### config.mk
export PLATFORM = sky130hd
export DESIGN_NAME = determ_mult_seq
export DESIGN_NICKNAME = d
export VERILOG_FILES = /design/src/rtl/determ_mult_seq_pkg.sv /design/src/rtl/determ_mult_lane.sv /design/src/rtl/determ_mult_seq.sv
export SDC_FILE = /design/constraint.sdc
export NUM_CORES = 1
export LEC_CHECK = 0
export BUFFER_PORTS_ARGS = -buffer_cell sky130_fd_sc_hd__buf_2
export CORE_ASPECT_RATIO = 0.9
export CORE_MARGIN = 10
export CORE_UTILIZATION = 45
export DETAILED_ROUTE_END_ITERATION = 8
export HOLD_SLACK_MARGIN = 0.1
export PLACE_DENSITY = 0.74
export SLEW_MARGIN = 20
export SYNTH_ARGS = -nofsm -noshare
export SYNTH_HDL_FRONTEND = slang
export SYNTH_SLANG_ARGS = --single-unit
### constraint.sdc
create_clock -name CLK -period 2.6 [get_ports CLK]
set_clock_uncertainty 0.15 [all_clocks]
set_input_delay 0 -clock CLK [delete_from_list [all_inputs] [get_ports CLK]]
set_output_delay 0 -clock CLK [all_outputs]
set_load 0.02 [all_outputs]
### src/rtl/determ_mult_seq_pkg.sv
// Shared types and width helpers for the deterministic bipolar stream multiplier.
package determ_mult_seq_pkg;

  typedef enum logic [1:0] {
    IDLE = 2'd0,
    RUN  = 2'd1,
    DONE = 2'd2
  } state_e;

  function automatic int unsigned stream_len(input int unsigned width);
    return 32'd1 << width;
  endfunction

  function automatic int unsigned ones_width(input int unsigned width);
    return 2 * width + 1;
  endfunction

  function automatic int unsigned prod_width(input int unsigned width);
    return 2 * width + 2;
  endfunction

endpackage

### src/rtl/determ_mult_lane.sv
// One multiplier lane: latched operand codes, unary comparators, XNOR product
// stream, ones counter and the registered signed bipolar product.
module determ_mult_lane
  import determ_mult_seq_pkg::*;
#(
  parameter int unsigned WIDTH = 4
) (
  input  logic                 CLK,
  input  logic                 nRST,
  input  logic                 load,
  input  logic                 run,
  input  logic                 fin,
  input  logic [WIDTH-1:0]     a_val,
  input  logic [WIDTH-1:0]     b_val,
  input  logic [WIDTH-1:0]     i,
  input  logic [WIDTH-1:0]     j,
  output logic                 y_c,
  output logic [2*WIDTH+1:0]   prod
);

  localparam int unsigned OW = ones_width(WIDTH);
  localparam int unsigned PW = prod_width(WIDTH);
  localparam int unsigned LL = stream_len(WIDTH) * stream_len(WIDTH);

  logic [WIDTH-1:0] a_q;
  logic [WIDTH-1:0] b_q;
  logic [OW-1:0]    ones_q;
  logic [OW-1:0]    ones_d;

  // Unary streams: A sweeps per i, B holds per j, so A cycles once per B bit.
  always_comb begin
    y_c    = run & ~((i < a_q) ^ (j < b_q));
    ones_d = ones_q + OW'(y_c);
  end

  // prod captures the final count including the last stream bit.
  always_ff @(posedge CLK or negedge nRST) begin
    if (!nRST) begin
      a_q    <= '0;
      b_q    <= '0;
      ones_q <= '0;
      prod   <= '0;
    end else if (load) begin
      a_q    <= a_val;
      b_q    <= b_val;
      ones_q <= '0;
      prod   <= '0;
    end else if (run) begin
      ones_q <= ones_d;
      if (fin) begin
        prod <= PW'({ones_d, 1'b0}) - PW'(LL);
      end
    end
  end

endmodule

### src/rtl/determ_mult_seq.sv
// Exact sequential multiplier for deterministic bipolar bitstreams: one shared
// sequencer (FSM plus i/j counters) driving CHANNELS independent lanes.
module determ_mult_seq
  import determ_mult_seq_pkg::*;
#(
  parameter int unsigned WIDTH    = 4,
  parameter int unsigned CHANNELS = 1
) (
  input  logic                            CLK,
  input  logic                            nRST,
  input  logic                            start,
  input  logic [CHANNELS*WIDTH-1:0]       a_val,
  input  logic [CHANNELS*WIDTH-1:0]       b_val,
  output logic                            ready,
  output logic [CHANNELS-1:0]             y,
  output logic                            y_valid,
  output logic                            done,
  output logic [CHANNELS*(2*WIDTH+2)-1:0] prod
);

  localparam int unsigned PW = prod_width(WIDTH);

  state_e           state_q;
  state_e           state_d;
  logic [WIDTH-1:0] i_q;
  logic [WIDTH-1:0] j_q;
  logic             last_c;
  logic             load;
  logic             run;
  logic             fin;

  assign last_c = (&i_q) & (&j_q);

  always_ff @(posedge CLK or negedge nRST) begin
    if (!nRST) begin
      state_q <= IDLE;
    end else begin
      state_q <= state_d;
    end
  end

  always_comb begin
    state_d = state_q;
    ready   = 1'b0;
    y_valid = 1'b0;
    done    = 1'b0;
    load    = 1'b0;
    run     = 1'b0;
    fin     = 1'b0;
    case (state_q)
      IDLE: begin
        ready = 1'b1;
        if (start) begin
          load    = 1'b1;
          state_d = RUN;
        end
      end
      RUN: begin
        run     = 1'b1;
        y_valid = 1'b1;
        if (last_c) begin
          fin     = 1'b1;
          state_d = DONE;
        end
      end
      DONE: begin
        done    = 1'b1;
        state_d = IDLE;
      end
      default: state_d = IDLE;
    endcase
  end

  // i sweeps the A stream every cycle; j advances once per full A sweep.
  always_ff @(posedge CLK or negedge nRST) begin
    if (!nRST) begin
      i_q <= '0;
      j_q <= '0;
    end else if (load) begin
      i_q <= '0;
      j_q <= '0;
    end else if (run) begin
      i_q <= i_q + WIDTH'(1);
      if (&i_q) begin
        j_q <= j_q + WIDTH'(1);
      end
    end
  end

  for (genvar n = 0; n < CHANNELS; n++) begin : g_lane
    determ_mult_lane #(.WIDTH(WIDTH)) u_lane (
      .CLK   (CLK),
      .nRST  (nRST),
      .load  (load),
      .run   (run),
      .fin   (fin),
      .a_val (a_val[n*WIDTH +: WIDTH]),
      .b_val (b_val[n*WIDTH +: WIDTH]),
      .i     (i_q),
      .j     (j_q),
      .y_c   (y[n]),
      .prod  (prod[n*PW +: PW])
    );
  end

endmodule

Word level (Yosys, flattened, before mapping)
Cells that the tools add are included.
W data, S select, Z words.

storage, ports and cells
  flip-flop bits (word level) = 37
  output and inout bits = 14
  logic and storage cells = 50

operators by class
  magnitude comparators = 2
  equal/unequal tests = 4
  multiplexer cells = 20
  $add $sub $neg = 4
  bitwise gates (word level) = 4
  reductions and logical operators = 9

operators with widths
  cell                     number
  $mux W10                 3
  $mux W4                  5
  $mux W9                  2
  $sub A10 B9 Y10 const B  1
  $add A9 B1 Y9            1
  $add A4 B1 Y4 const B    2
  $lt A4 B4 Y1             2
  $reduce_and A4 Y1        2
  $mux W1                  7
  $reduce_and A2 Y1        3
  $reduce_bool A2 Y1       3
  $mux W2                  2
  $ne A2 B2 Y1 const B     2
  $pmux W2 S2              1
  $and A1 B1 Y1            2
  $eq A2 B1 Y1 const B     1
  $eq A2 B2 Y1 const B     1
  $logic_not A2 Y1         1
  $not A1 Y1               1
  $xor A1 B1 Y1            1

Logic depth before layout (Yosys ltp)
  depth after elaboration = 9
  gate-level depth with buffers = 13

Cells and area by module
A second synthesis with hierarchy kept.

second synthesis, totals
  cells, all modules = 202
  area, all modules = 1,924.3 µm²

by module, submodules not included
  module            area an instance (µm²)  cells each  instances  seq. area each (µm²)
  determ_mult_lane  1,408.9                 149         1          650.6
  determ_mult_seq   515.5                   53          1          250.2

Worst setup path before layout
Ideal clock, no wire load.

  path kind = flip-flop to flip-flop
  start point = register i_q[3]
  end point = register g_lane[0].u_lane.prod[9]
  buffers on the path = 0
  cell stages (with the launch flop) = 13
  arrival = 2,469 ps
  slack = -144 ps
  library setup time = 125 ps
  period minus slack after synthesis = 2,744 ps
  path through = dfrtp_1 -> ha_1 -> a21oi_1 -> o21ai_0 -> xor2_1 -> nor2_1 -> ha_1 -> ha_1 -> and2_2 -> nand2_1 -> a21oi_2 -> o21a_1 -> o31ai_2

on the way
  longest elaborated chain between the ends = 9
  elaborated cells between the ends (all ways) = 15

RTL lines
  element                 RTL line                RTL
  from (decl)             determ_mult_seq.sv:25   logic [WIDTH-1:0] i_q;
  from (signal assigned)  determ_mult_seq.sv:83   i_q <= i_q + WIDTH'(1);
  $lt A4 B4 Y1            determ_mult_lane.sv:32  y_c = run & ~((i < a_q) ^ (j < b_q));
  $xor A1 B1 Y1           determ_mult_lane.sv:32
  $not A1 Y1              determ_mult_lane.sv:32
  $and A1 B1 Y1           determ_mult_lane.sv:32
  net y                   determ_mult_seq.sv:15   output logic [CHANNELS-1:0] y,
  $add A9 B1 Y9           determ_mult_lane.sv:33  ones_d = ones_q + OW'(y_c);
  $sub A10 B9 Y10         determ_mult_lane.sv:51  prod <= PW'({ones_d, 1'b0}) - PW'(LL);
  $mux W10                determ_mult_lane.sv:50  if (fin) begin
  $mux W10                determ_mult_lane.sv:48  end else if (run) begin
  $mux W10                determ_mult_lane.sv:43  end else if (load) begin
  to (signal assigned)    determ_mult_lane.sv:51
  to (decl)               determ_mult_lane.sv:18  output logic [2*WIDTH+1:0] prod

The timed path passes the listed nets, and every way through them passes these cells. The select of a mux whose other input is x is not followed.
A chain may end at the register's enable or synchronous reset.

Worst setup path after layout
  start point = register i_q[3]
  end point = register g_lane[0].u_lane.prod[9]

on the way
  longest elaborated chain between the ends = 9
  elaborated cells between the ends (all ways) = 15

RTL lines
  element          RTL line
  $lt A4 B4 Y1     determ_mult_lane.sv:32
  $xor A1 B1 Y1    determ_mult_lane.sv:32
  $not A1 Y1       determ_mult_lane.sv:32
  $and A1 B1 Y1    determ_mult_lane.sv:32
  $add A9 B1 Y9    determ_mult_lane.sv:33
  $sub A10 B9 Y10  determ_mult_lane.sv:51
  $mux W10         determ_mult_lane.sv:50
  $mux W10         determ_mult_lane.sv:48
  $mux W10         determ_mult_lane.sv:43

Several ways; a longest one is shown, not always the timed one. The select of a mux whose other input is x is not followed.

==> flow_summary.toml <==
[job]
cap_violations = 0

[final_layout]
drive_above_1_share_pct = 25.9
nNetsFinal = 263
area_delta_synth_final_pct = 22.4
diodes = 0
postLayoutCellArea_um2 = 2330

[worst_setup_path]
worstSetupEndpointType = "flop"
rrSetupSlack_ns = 0.11
startpoint = "i_q[3]$_DFFE_PN0P_"
cp.arrival_ns = 2.55
r2r-end = "g_lane[0].u_lane.prod[9]$_DFFE_PN0P_"
critPathLaunchType = "flop"
r2r_cells = 12
critPathCapture = "g_lane[0].u_lane.prod[9]$_DFFE_PN0P_"
cp.required_ns = 2.65
critPathKind = "flop to flop"
crit_fanout = 5
reg2reg_from = "i_q[3]$_DFFE_PN0P_"

[grt]
grt_pass1_wl_um = 7130
grt_use_total_pct = 12.7
grt_pass1_vias = 1507
antenna_found_initial = 0
grt_start_max_net_pins = 37
grt_overflow_total = 0

[timing]
fmax_ghz = 0.401
hold_violations = 0
slew_headroom_pct = 47.8
fin_crit_sh_pct = 95.9
slew_viol_final = 0
finalSetupViolCount = 0
worstMarginPinSlew_ns = 0.782
min_period_ns = 2.49

[power]
p_leak_nw = 1.08
power.total_mw = 2.04
vdd_drop_max_mv = 0.380
p_per_area_nw_per_um2 = 877

[floorplan]
rows = 22
dieWidth_um = 88.5
initial_utilization_pct = 46.7
die-area_um2 = 7230
dieHeight_um = 81.7
boundaryPins = 25
core_area_um2 = 4070

[clock_network]
clock_sinks = 36
clockBufferDepth = 2
cts_tree = "done"
cts-root-buf = "clkbuf_8"
clk_pin_slew_worst_paths_ns = 0.07
h-tree-depth = 2
cts_buffers = 5
insertion_delay_ns = 0.29

[yosys]
yosysTopAreaCell = "dfrtp_1"
synthDistinctLibCells = 35
synthTopCellsByArea = "dfrtp_1, ha_1, nand2_1"
ys_seq_area_share_pct = 47.4
yosys_warnings = 0
synthCells = 202
synth_area_um2 = 1900
ys_ff_latch = 36
synth_top_area_share_pct = 47.4
postSynthAreaPerCell_um2 = 9.41
syn_nets = 223

[route]
via_count = 1486
drtIter0Drc = 158
drt-total-wl_um = 4220
first_pass_iters = 4
drc = 0
wl_per_cell_um = 14.5
antenna_left = 0
vias_per_cell = 5.11

[status]
status = "completed"

[min_path]
worstHoldPathType = "input pin to async pin"

[place]
postPlaceCellArea_um2 = 2090
finalWeightedCongestion = 0.815
port_buffers = 23
dp_hpwl_um = 2920
## metal layers
metal	vias to the layer above	wire length, um	global-route usage, %
met1	676	1870	15.6
met5	-	0	0
met4	0	84	6.13
li1	757	-	-
met3	9	259	3.96
met2	44	2000	20.2
## worst max-delay path, cell delays in order (launching register included)
cell and delay, ns:
dfrtp_1 0.42, ha_4 0.29, nand2_1 0.07, o21ai_2 0.18
xor2_1 0.18, nor2_2 0.08, ha_4 0.17, ha_4 0.17
and2_4 0.17, nand2_1 0.09, a21oi_2 0.07, o21a_1 0.17
o31ai_2 0.20
## flip-flops by register name, summed over array words and instances, names as in the netlist
| register | count |
|---|---|
| state_q | 2 |
| i_q | 4 |
| g_lane.u_lane.a_q | 4 |
| g_lane.u_lane.prod | 9 |
| g_lane.u_lane.ones_q | 9 |
| j_q | 4 |
| g_lane.u_lane.b_q | 4 |
## layout make-up
class,count,area (um^2)
tap,48,60.1
timing repair buffer,43,290
sequential,36,901
multi-input combinational,147,952
fill,345,1750
clock buffer,8,90.1
inverter,9,33.8
## worst min path at each step
stage                     start                             endpoint  slack, ns  cells past startpoint
after CTS                  nRST                   i_q[0]$_DFFE_PN0P_       0.20                      2
after detailed placement   nRST                   j_q[1]$_DFFE_PN0P_      -0.02                      1
after global routing       nRST                   j_q[1]$_DFFE_PN0P_       0.27                      2
after global placement     nRST  g_lane[0].u_lane.b_q[1]$_DFFE_PN0P_      -0.02                      1
after floorplan            nRST  g_lane[0].u_lane.a_q[0]$_DFFE_PN0P_      -0.45                      0
final                      nRST  g_lane[0].u_lane.a_q[0]$_DFFE_PN0P_       0.18                      2
## timing repair
item | in CTS | in global routing
gates cloned | 0 | 0
setup buffers | 0 | 1
pin swaps | 1 | 3
endpoints found under the hold margin | 45 | 0
resized for setup | 1 | 9
setup endpoints to repair | 3 | 8
hold buffers | 10 | 0
## Yosys cell counts
cell,instances
a211oi_1,2
a211oi_2,2
a21oi_1,8
a21oi_2,1
a31oi_1,1
and2_1,1
and2_2,1
and3_1,1
buf_2,5
buf_4,2
buf_6,3
conb_1,1
dfrtp_1,36
ha_1,10
inv_1,7
inv_2,2
mux2i_1,1
nand2_1,33
nand2_2,1
nand2b_1,3
nand3_1,7
nand3_2,3
nand3b_1,1
nand4_1,5
nand4_4,1
nor2_1,19
nor2_2,2
nor2_4,1
nor2b_1,1
nor3_1,2
o21a_1,1
o21ai_0,24
o31ai_2,1
xnor2_1,5
xor2_1,8
## kinds of logic (layout without fill, tap and decap cells)
| group | after synthesis | after routing | synth area share, % |
|---|---|---|---|
| xor gates and xnor gates | 13 | 13 | 5.99 |
| DFF | 36 | 36 | 47.4 |
| AOI/OAI and AO/OA | 40 | 40 | 12.4 |
| adders and majority gates | 10 | 10 | 6.58 |
| muxes | 1 | 1 | 0.526 |
| and+or+nand+nor | 82 | 82 | 21.3 |
| other | 1 | 1 | 0.197 |
| buffers and inverters | 19 | 60 | 5.66 |
## layout by cell type (no fill, tap or decap), types with 6 or more instances in the layout
cell,count
a21oi_1,6
buf_2,23
buf_4,10
clkbuf_8,6
dfrtp_1,36
dlygate4sd3_1,10
ha_1,7
inv_1,7
nand2_1,33
nand3_1,7
nor2_1,18
o21ai_0,22
xor2_1,8
## power by group
part           leakage, nW  total [mW]  switching (mW)  internal (mW)
Clock               0.0455       0.411           0.195          0.216
Sequential           0.470       0.810           0.122          0.688
Combinational        0.561       0.820           0.432          0.388
## per-stage QoR
stage                     util, %  setup slack (ns)  hold slack, ns  setup TNS, ns  instances
after floorplan                 -            0.0232          -0.446              0        202
after global placement       51.3           0.00691         -0.0162              0        272
after detailed placement     51.3           -0.0460         -0.0211        -0.0943        272
after CTS                    55.9           0.00456           0.203              0        290
after global routing         57.1           -0.0373           0.272        -0.0373        291
final                        57.1             0.106           0.175              0        291
Note: power is estimated with default switching activity, not from simulation.
